### src/rtl/ram_fifo_pkg.sv
// ram_fifo_pkg: shared widths and types for ram and ram_fifo_ctrl
package ram_fifo_pkg;
  localparam int DW = 4;
  localparam int AW = 5;
  localparam int DEPTH = 1 << AW;
  localparam int AF_LEVEL = 28;
  localparam int AE_LEVEL = 4;
  localparam int RAM_DW = DW;
  localparam int RAM_AW = AW;
  typedef logic [DW-1:0] data_t;
  typedef logic [AW-1:0] addr_t;
  typedef logic [AW:0] cnt_t;
endpackage

### src/rtl/ram_fifo_if.sv
// ram_fifo_if: write stream, read stream, RAM port and occupancy (almost flags with RAM_FIFO_ALMOST_EN)
interface ram_fifo_if;
  import ram_fifo_pkg::*;
  logic in_valid, in_ready, dout_valid, dout_ready, ram_we;
  data_t in_data, dout_data, ram_di, ram_do;
  addr_t ram_a;
  cnt_t count;
`ifdef RAM_FIFO_ALMOST_EN
  logic almost_full, almost_empty;
  modport slave (input in_valid, in_data, dout_ready, ram_do,
                 output in_ready, dout_valid, dout_data, ram_we, ram_a, ram_di, count, almost_full, almost_empty);
  modport master (output in_valid, in_data, dout_ready, ram_do,
                  input in_ready, dout_valid, dout_data, ram_we, ram_a, ram_di, count, almost_full, almost_empty);
`else
  modport slave (input in_valid, in_data, dout_ready, ram_do,
                 output in_ready, dout_valid, dout_data, ram_we, ram_a, ram_di, count);
  modport master (output in_valid, in_data, dout_ready, ram_do,
                  input in_ready, dout_valid, dout_data, ram_we, ram_a, ram_di, count);
`endif
endinterface

### src/rtl/ram_fifo_ptr.sv
// ram_fifo_ptr: wrap-around RAM address pointer
module ram_fifo_ptr
  import ram_fifo_pkg::*;
(
  input  logic  clk,
  input  logic  rst_n,
  input  logic  inc,
  output addr_t ptr
);
  always_ff @(posedge clk or negedge rst_n)
    if (!rst_n) ptr <= '0;
    else if (inc) ptr <= ptr + addr_t'(1);
endmodule

### src/rtl/ram_fifo_ctrl.sv
// ram_fifo_ctrl: single-port RAM FIFO controller, read-priority arbitration; almost flags with RAM_FIFO_ALMOST_EN
module ram_fifo_ctrl
  import ram_fifo_pkg::*;
(
  input logic       clk,
  input logic       rst_n,
  ram_fifo_if.slave bus
);
  addr_t wr_ptr, rd_ptr;
  cnt_t count_q, count_next;
  logic rd_slot, wr;
  always_comb begin
    rd_slot = (count_q != '0) && (!bus.dout_valid || bus.dout_ready);
    bus.in_ready = rst_n && !rd_slot && (count_q != cnt_t'(DEPTH));
    wr = bus.in_valid && bus.in_ready;
    bus.ram_we = wr;
    bus.ram_a = rd_slot ? rd_ptr : wr_ptr;
    bus.ram_di = bus.in_data;
    count_next = count_q + cnt_t'(wr) - cnt_t'(rd_slot);
  end
  assign bus.count = count_q;
  ram_fifo_ptr u_wr (.clk(clk), .rst_n(rst_n), .inc(wr), .ptr(wr_ptr));
  ram_fifo_ptr u_rd (.clk(clk), .rst_n(rst_n), .inc(rd_slot), .ptr(rd_ptr));
  always_ff @(posedge clk or negedge rst_n)
    if (!rst_n) begin
      count_q <= '0;
      bus.dout_valid <= 1'b0;
      bus.dout_data <= '0;
    end else begin
      count_q <= count_next;
      if (rd_slot) begin
        bus.dout_data <= bus.ram_do;
        bus.dout_valid <= 1'b1;
      end else if (bus.dout_ready) bus.dout_valid <= 1'b0;
    end
`ifdef RAM_FIFO_ALMOST_EN
  always_ff @(posedge clk or negedge rst_n)
    if (!rst_n) begin
      bus.almost_full <= 1'b0;
      bus.almost_empty <= 1'b1;
    end else begin
      bus.almost_full <= count_next >= cnt_t'(AF_LEVEL);
      bus.almost_empty <= count_next <= cnt_t'(AE_LEVEL);
    end
`endif
endmodule

### src/flat_wrapper.sv
// flat-port wrapper written by rule: the top's interface ports become plain ports
module ram_fifo_ctrl_flat import ram_fifo_pkg::*;
  (clk, rst_n, bus_in_valid, bus_in_data, bus_dout_ready, bus_ram_do, bus_in_ready, bus_dout_valid, bus_dout_data, bus_ram_we, bus_ram_a, bus_ram_di, bus_count);
  ram_fifo_if bus_i ();
  input logic clk;
  input logic rst_n;
  input wire logic [$bits(bus_i.in_valid)-1:0] bus_in_valid;
  input wire logic [$bits(bus_i.in_data)-1:0] bus_in_data;
  input wire logic [$bits(bus_i.dout_ready)-1:0] bus_dout_ready;
  input wire logic [$bits(bus_i.ram_do)-1:0] bus_ram_do;
  output wire logic [$bits(bus_i.in_ready)-1:0] bus_in_ready;
  output wire logic [$bits(bus_i.dout_valid)-1:0] bus_dout_valid;
  output wire logic [$bits(bus_i.dout_data)-1:0] bus_dout_data;
  output wire logic [$bits(bus_i.ram_we)-1:0] bus_ram_we;
  output wire logic [$bits(bus_i.ram_a)-1:0] bus_ram_a;
  output wire logic [$bits(bus_i.ram_di)-1:0] bus_ram_di;
  output wire logic [$bits(bus_i.count)-1:0] bus_count;
  assign bus_i.in_valid = bus_in_valid;
  assign bus_i.in_data = bus_in_data;
  assign bus_i.dout_ready = bus_dout_ready;
  assign bus_i.ram_do = bus_ram_do;
  assign bus_in_ready = bus_i.in_ready;
  assign bus_dout_valid = bus_i.dout_valid;
  assign bus_dout_data = bus_i.dout_data;
  assign bus_ram_we = bus_i.ram_we;
  assign bus_ram_a = bus_i.ram_a;
  assign bus_ram_di = bus_i.ram_di;
  assign bus_count = bus_i.count;
  ram_fifo_ctrl u_core (.clk(clk), .rst_n(rst_n), .bus(bus_i));
endmodule
### config.mk
export PLATFORM = sky130hd
export DESIGN_NAME = ram_fifo_ctrl_flat
export DESIGN_NICKNAME = d
export VERILOG_FILES = /design/src/rtl/ram_fifo_pkg.sv /design/src/rtl/ram_fifo_if.sv /design/src/rtl/ram_fifo_ptr.sv /design/src/rtl/ram_fifo_ctrl.sv /design/src/flat_wrapper.sv
export SDC_FILE = /design/constraint.sdc
export NUM_CORES = 1
export LEC_CHECK = 0
export CAP_MARGIN = 20
export CORE_MARGIN = 3
export CORE_UTILIZATION = 40
export DETAILED_ROUTE_END_ITERATION = 16
export GPL_TIMING_DRIVEN = 0
export PLACE_DENSITY = 0.79
export SLEW_MARGIN = 5
export SYNTH_ARGS = -nofsm -noshare
export SYNTH_HDL_FRONTEND = slang
export SYNTH_SLANG_ARGS = --single-unit
### constraint.sdc
create_clock -name clk -period 3.45 [get_ports clk]
set_clock_uncertainty 0.15 [all_clocks]
set_input_delay 0.69 -clock clk [delete_from_list [all_inputs] [get_ports clk]]
set_output_delay 0.69 -clock clk [all_outputs]
set_load 0.02 [all_outputs]
==> results of run 1 <==
registers in the layout (all words and copies together) (netlist names):
register	flops
u_core.u_wr.ptr	5
u_core.bus.dout_data	4
u_core.u_rd.ptr	5
u_core.bus.count	6
u_core.bus.dout_valid	1
per-layer routing:
metal	vias up	track usage	part of all wire
met5	-	0	0
met4	0	0.0279	0.0063
met3	2	0.0277	0.046
met2	18	0.238	0.54
met1	378	0.154	0.41
li1	386	-	-
Yosys cell counts, types with 2 or more instances:
cell,instances
nand2_1,3
buf_6,2
a21oi_1,3
nor2_1,3
mux2_2,11
nand2b_1,2
buf_4,4
inv_1,9
xnor2_1,6
dfrtp_1,21
xor2_1,6
ha_1,11
nand4_1,3
worst paths after layout:
| path | start | endpoint | slack, ps | depth (start not counted) |
|---|---|---|---|---|
| max in group asynchronous | rst_n | u_core.bus.dout_data[2] | 2450 | 1 |
| max | bus_dout_ready | bus_ram_a[4] | 160 | 6 |
| min reg2reg | u_core.u_wr.ptr[4] | u_core.u_wr.ptr[4] | 320 | 1 |
| max reg2reg | u_core.bus.count[2] | u_core.bus.count[5] | 400 | 12 |
| min in group clk | u_core.u_wr.ptr[4] | u_core.u_wr.ptr[4] | 320 | 1 |
| min | rst_n | u_core.u_rd.ptr[0] | 310 | 1 |
what timing repair did:
| action | in CTS | in global routing |
|---|---|---|
| gates resized for setup | 8 | 1 |
| hold buffers | 0 | 0 |
| buffers inserted | 0 | 0 |
| setup endpoints to repair | 11 | 1 |
cell type report:
cell class              count  area [um2]  area share
plain buffers               6        52.6      0.0339
clock buffers               4        26.3      0.0169
inverters                   9        33.8      0.0218
multi-input cells          60         588       0.379
flip-flops and latches     21         526       0.339
well taps                  31        38.8      0.0250
repair buffers             29         285       0.184
per-stage QoR:
step,utilization,cells
finish,0.553,160
global route,0.553,160
CTS,0.552,160
detailed placement,0.544,156
global placement,0.544,156
floorplan,-,96
cells by family after synthesis:
group                    count (synthesis)  share of synthesized area
adder cells (fa/ha/maj)                 12                      0.132
XOR/XNOR                                12                     0.0878
AO/OA/AOI/OAI                            6                     0.0439
AND/OR/NAND/NOR                         19                      0.122
multiplexers                            11                      0.103
flip-flops                              21                      0.439
buffers and inverters                   15                     0.0721
power breakdown:
group	internal, mW	leakage, nW	switching [mW]	total, mW
Clock	0.0449	0.0150	0.0718	0.117
Sequential	0.356	0.247	0.0942	0.450
Combinational	0.369	0.439	0.357	0.726
Total	0.770	0.701	0.523	1.29
worst max-delay path: stages:
cell and delay [ps]:
clkdlybuf4s50_1 450, nand2b_2 150, and2_4 150, buf_6 140, mux2_2 340, clkdlybuf4s50_1 530
==> impl_metrics.yaml, run 1 <==
timing:
  maxSlewHeadroom: 0.614
  worst_hold_slack_ps: 311
  slew_viol_final: 0
  tns_ps: 0
  rsz0062_at_grt: "false"
  tightest_slew_ps: 579
  fmax_mhz: 304
  min_period_ps: 3290
  hold_viol_final: 0
  setup_violations: 0
  fin_ws_ps: 158
  period_share: 0.954
floorplan:
  die_h_um: 60.7
  num_rows: 19
  start_util: 0.427
  ioPinCount: 34
  die_w_um: 60.7
  die_area_mm2: 0.00369
  core_mm2: 0.00281
synth:
  syn_area_mm2: 0.00120
  ys_types: 25
  async_flop_share: 1.00
  ys.flop_type: "dfrtp_1"
  ys_ff_latch: 21
  syn_inst: 96
  seq_area_frac_synth: 0.439
  synth_edf_count: 0
  synth_nets: 120
  avgSynthCellArea_um2: 12.5
  yosysTopAreaCell: "dfrtp_1"
  synthTopCellsByArea: "dfrtp_1 44%, ha_1 11%, mux2_2 10%"
  synth_warnings: 0
  synth_top_area_frac: 0.439
clock_network:
  clk_latency_ps: 290
  clk_root_buffer_cell: "clkbuf_4"
  cts.sinks: 21
  clkTransAtPathRegs_ps: 120
  cts_tree: "yes"
  cts_made_buffers: 3
  ctsHtreeMaxLevel: 1
  cts_buffer_depth: 2
grt:
  grt_max_degree: 25
  grt_usage: 0.129
  overflow: 0
  antenna_found_initial: 0
  grt_pass1_wl_mm: 3.57
  grt_pass1_vias: 802
setup_path:
  start_kind: "input pin"
  crit_arrival_ps: 2450
  path_class: "input pin to output port"
  required_ps: 2610
  endpoint_kind: "output port"
  cp_max_fo: 9
layout:
  fin_nets: 154
  final_common_cell: "clkdlybuf4s50_1"
  n_antenna_cell: 0
  area_delta_synth_final_pct: 29.5
  nFillCells: 257
  drive_gt1_frac: 0.209
  stdcell_area_mm2: 0.00155
  final_cell_mix: "23 x clkdlybuf4s50_1, 21 x dfrtp_1, 11 x mux2_2, 11 x ha_1, 9 x inv_1"
pwr:
  leakagePower_nw: 0.701
  cellPowerDensity_mw_per_mm2: 834
  peakVddDrop_uv: 528
  finalPower_mw: 1.29
drt:
  drt-initial-drc-count: 6
  ant_nets: 0
  drc_errors: 0
  routed_wl_mm: 2.07
  first_pass_iters: 4
  routedWlPerCell_um: 12.9
  vias_per_cell: 4.90
  vias: 784
min_path:
  hp-class: "input pin to asynchronous set/reset pin"
placed_design:
  io_buffers: 29
  dpl-instance-area_mm2: 0.00153
  place_ws_ps: -770
  gp_congestion: 0.738
  hpwl_mm: 1.68
outcome:
  status: "finished clean"
job:
  maxCapViolCount: 0
(Power assumes the default switching activity.)
==> run 2: changes to the inputs <==
- MAX_ROUTING_LAYER: not set -> met4
- SETUP_SLACK_MARGIN: not set -> 0.3
==> impl_metrics.yaml, run 2 (same netlist as run 1, synthesis figures left out) <==
clock_network:
  cts_buffer_depth: 2
  cts_made_buffers: 3
  ctsHtreeMaxLevel: 1
  cts.sinks: 21
  clk_root_buffer_cell: "clkbuf_4"
  ctsHoldBuffers: 0
  cts_tree: "yes"
  clk_latency_ps: 290
  clkTransAtPathRegs_ps: 120
setup_path:
  required_ps: 2610
  crit_arrival_ps: 2220
  start_kind: "input pin"
  endpoint_kind: "output port"
  path_class: "input pin to output port"
  cp_max_fo: 10
drt:
  vias: 796
  ant_nets: 0
  drt-initial-drc-count: 5
  vias_per_cell: 4.88
  routed_wl_mm: 2.13
  drc_errors: 0
  first_pass_iters: 3
  routedWlPerCell_um: 13.1
timing:
  period_share: 0.888
  hold_viol_final: 0
  fmax_mhz: 326
  slew_viol_final: 0
  setup_violations: 0
  tightest_slew_ps: 318
  worst_hold_slack_ps: 141
  maxSlewHeadroom: 0.788
  rsz0062_at_grt: "true"
  min_period_ps: 3060
layout:
  ff_latch_area_um2: 526
  multi_input_area_um2: 597
  drive_gt1_frac: 0.273
  n_antenna_cell: 0
  largest_reg_flops: 6
  fin_nets: 157
  final_cell_mix: "21 x clkdlybuf4s50_1, 21 x dfrtp_1, 11 x mux2_2, 11 x ha_1, 9 x inv_1"
  area_delta_synth_final_pct: 30.6
  nFillCells: 254
grt:
  antenna_found_initial: 0
  grt_max_degree: 25
  grt_pass1_vias: 798
  grt_pass1_wl_mm: 3.57
  grt_usage: 0.134
  overflow: 0
min_path:
  hp-class: "input pin to asynchronous set/reset pin"
placed_design:
  hpwl_mm: 1.68
  gp_congestion: 0.747
  io_buffers: 29
pwr:
  leakagePower_nw: 0.736
  peakVddDrop_uv: 528
  cellPowerDensity_mw_per_mm2: 831
  finalPower_mw: 1.30
floorplan:
  core_mm2: 0.00281
  die_h_um: 60.7
  ioPinCount: 34
  die_area_mm2: 0.00369
  num_rows: 19
  die_w_um: 60.7
  start_util: 0.427
job:
  maxCapViolCount: 0
outcome:
  status: "finished clean"
[run 2: cell types whose count changed in the layout (fill, tap and decap cells not counted), moves of 2 or more]
cell | before | now
buf_2 | 0 | 4
clkdlybuf4s50_1 | 23 | 21
dlygate4sd2_1 | 5 | 1
buf_4 | 4 | 7
[run 2: report_power, final]
part	total, mW	switching (mW)	leakage, nW	internal [mW]
logic	0.734	0.366	0.474	0.369
clock network	0.116	0.0707	0.0150	0.0449
registers	0.450	0.0946	0.247	0.356
[run 2: through the flow]
| step | util | worst slack, ps | cells | area (um2) | TNS (ps) |
|---|---|---|---|---|---|
| 2_1_floorplan | - | 351 | 96 | 1200 | 0 |
| 3_3_place_gp | 0.544 | -686 | 156 | 1530 | -3280 |
| 3_5_place_dp | 0.544 | -770 | 156 | 1530 | -3750 |
| 4_1_cts | 0.546 | 263 | 160 | 1530 | 0 |
| 5_1_grt | 0.558 | 295 | 163 | 1560 | 0 |
| 6_report | 0.558 | 386 | 163 | 1560 | 0 |
[run 2: worst max-delay path: stages]
cell and delay (ps):
clkdlybuf4s50_1 460, nand2b_4 140, and2_4 140, buf_6 140, buf_8 140, mux2_2 340, buf_2 160
[run 2: worst paths after layout]
kind,start,to,slack (ps),depth (start not counted)
hold reg to reg,u_core.u_wr.ptr[4],u_core.u_wr.ptr[4],320,1
hold / removal,rst_n,u_core.u_rd.ptr[0],140,1
min in group clk,u_core.u_wr.ptr[4],u_core.u_wr.ptr[4],320,1
setup / recovery,bus_dout_ready,bus_ram_a[2],390,7
max in group asynchronous,rst_n,u_core.bus.dout_data[2],2750,1
setup reg to reg,u_core.bus.count[2],u_core.bus.count[5],550,12
[run 2: timing repair]
action / 4_1_cts / 5_1_grt
resized for setup: 26 / 5
setup endpoints to repair: 12 / 8
pin swaps: 0 / 1
cloned: 0 / 0
buffers inserted: 0 / 3
[run 2: metal layers]
metal / routed length, um / share of wire / vias to the layer above / global-route usage
met5: 0 / 0 / - / -
met4: 13 / 0.0061 / 0 / 0.0279
met3: 87 / 0.041 / 2 / 0.0255
met2: 1150 / 0.54 / 18 / 0.240
met1: 874 / 0.41 / 384 / 0.156
li1: - / - / 392 / -
[run 2: area by class of cell]
type / count / area share
multi-input cells: 60 / 0.382
clock buffers: 4 / 0.0168
inverters: 9 / 0.0216
repair buffers: 32 / 0.183
flip-flops and latches: 21 / 0.336
plain buffers: 6 / 0.0360
well taps: 31 / 0.0248
==> run 3: changes to the inputs <==
- PLACE_DENSITY: 0.79 -> not set
- PLACE_DENSITY_LB_ADDON: not set -> 0.3
- SKIP_LAST_GASP: not set -> 1
- clock period: 3.45 -> 3.85 ns (I/O delays scaled with it)
==> impl_metrics.yaml, run 3 (same netlist as run 1, synthesis figures left out) <==
pwr:
  leakagePower_nw: 0.700
  finalPower_mw: 1.19
  internal_power_uw: 694
  cellPowerDensity_mw_per_mm2: 764
  seq_power_share: 0.343
  power.share.clock: 0.095
  peakVddDrop_uv: 435
  p_switching_uw: 493
  comb_power_share: 0.563
  swShare: 0.416
setup_path:
  cpPeakStageDelay_ps: 530
  cp_max_fo: 9
  r2r-start: "u_core.bus.count[2]"
  cp-startpoint: "bus_dout_ready"
  start_kind: "input pin"
  crit_path_frequent_cell: "clkdlybuf4s50_1"
  crit_chain: "clkdlybuf4s50_1 > nand2b_2 > and2_4 > buf_6 > mux2_2 > clkdlybuf4s50_1"
  endpoint_kind: "output port"
  required_ps: 2930
  slowest_stage: "clkdlybuf4s50_1"
  path_buf_inv: 3
  crit_arrival_ps: 2550
  cp_top_family: "buffers and inverters"
  path_class: "input pin to output port"
timing:
  maxSlewHeadroom: 0.634
  hold_viol_final: 0
  rsz0062_at_grt: "false"
  tightest_slew_ps: 549
  period_share: 0.901
  slew_viol_final: 0
  tns_ps: 0
  fmax_mhz: 288
  min_period_ps: 3470
  setup_violations: 0
grt:
  met3_usage: 0.0149
  use_met1: 0.180
  gr-max-usage-layer: "met2"
  grt_pass1_wl_mm: 3.77
  grt_pass1_vias: 817
  grt_max_degree: 25
  overflow: 0
  grt_usage: 0.141
  antenna_found_initial: 0
  use_met2: 0.227
job:
  maxCapViolCount: 0
clock_network:
  ctsHtreeMaxLevel: 1
  clk_root_buffer_cell: "clkbuf_4"
  cts_tree: "yes"
  cts_made_buffers: 3
  clkTransAtPathRegs_ps: 130
  clk_latency_ps: 310
  cts_buffer_depth: 2
  ctsHoldBuffers: 0
  cts.repair.resized: 8
  post_cts_buffers: 0
  cts.sinks: 21
placed_design:
  hpwl_mm: 1.78
  dpl.cell_count: 156
  gp_congestion: 0.714
  io_buffers: 29
outcome:
  status: "finished clean"
floorplan:
  num_rows: 19
  ioPinCount: 34
  die_w_um: 60.7
  core_mm2: 0.00281
  start_util: 0.427
  die_h_um: 60.7
  die_area_mm2: 0.00369
layout:
  final_cell_mix: "23 x clkdlybuf4s50_1, 21 x dfrtp_1, 11 x mux2_2, 11 x ha_1, 9 x inv_1"
  final_cells: 160
  drive_gt1_frac: 0.217
  fin_nets: 154
  final_common_cell: "clkdlybuf4s50_1"
  area_delta_synth_final_pct: 29.7
  largest_reg_flops: 6
  n_antenna_cell: 0
drt:
  drc_errors: 0
  vias_per_cell: 4.93
  routedWlPerCell_um: 14.2
  drt-initial-drc-count: 29
  routed_wl_mm: 2.27
  vias: 789
  first_pass_iters: 3
  ant_nets: 0
min_path:
  worstHoldStart: "u_core.u_wr.ptr[4]"
  hp-class: "flop to flop"
[run 3: cell count changes in the layout (fill, tap and decap cells not counted), moves of 2 or more]
cell             previous run  this run
clkdlybuf4s50_1            21        23
dlygate4sd2_1               1         5
buf_4                       7         4
buf_2                       4         0
[run 3: power by group through the flow]
stage | Sequential [mW] | Combinational [mW] | Clock [mW]
floorplan | 0.440 | 0.410 | 0
detailed placement | 0.412 | 0.689 | 0
global route | 0.422 | 0.738 | 0.120
finish | 0.407 | 0.668 | 0.113
global placement | 0.404 | 0.651 | 0
CTS | 0.407 | 0.675 | 0.114
[run 3: routing by layer]
layer  vias up  part of all wire  routed length (um)
li1        381                 -                   -
met1       383              0.44                 992
met2        23              0.51                1150
met3         2             0.046                 105
met4         0             0.011                  26
met5         -                 0                   0
[run 3: path summary, 6_finish.rpt]
| check | to | slack, ps | cells after the start |
|---|---|---|---|
| setup / recovery | bus_ram_a[4] | 380 | 6 |
| hold / removal | u_core.u_wr.ptr[4] | 340 | 1 |
| setup reg to reg | u_core.bus.count[5] | 720 | 12 |
| hold reg to reg | u_core.u_wr.ptr[4] | 340 | 1 |
| max in group asynchronous | u_core.bus.count[3] | 2820 | 1 |
| min in group asynchronous | u_core.u_wr.ptr[4] | 370 | 1 |
[run 3: layout make-up]
type,instances,area [um2]
Fill cell,242,1250
Multi-Input combinational cell,60,588
Sequential cell,21,526
Timing Repair Buffer,29,284
Buffer,6,52.6
Tap cell,31,38.8
Inverter,9,33.8
Clock buffer,3,22.5
Clock inverter,1,7.51
[run 3: stage by stage]
| stage | cell area [um2] | hold slack (ps) | worst slack (ps) | util |
|---|---|---|---|---|
| detailed placement | 1530 | 332 | -442 | 0.544 |
| floorplan | 1200 | 288 | 751 | - |
| global route | 1550 | 370 | 307 | 0.554 |
| finish | 1550 | 345 | 381 | 0.554 |
| global placement | 1530 | 305 | -382 | 0.544 |
| CTS | 1550 | 354 | 306 | 0.553 |
[run 3: worst reg2reg max path: stages (launching register included)]
cell,delay (ps)
dfrtp_1,410
inv_1,80
ha_1,250
and4bb_2,300
a211oi_4,350
inv_1,80
ha_1,200
inv_1,90
ha_1,240
a21o_1,200
a311o_1,380
a21oi_1,180
xor2_1,160
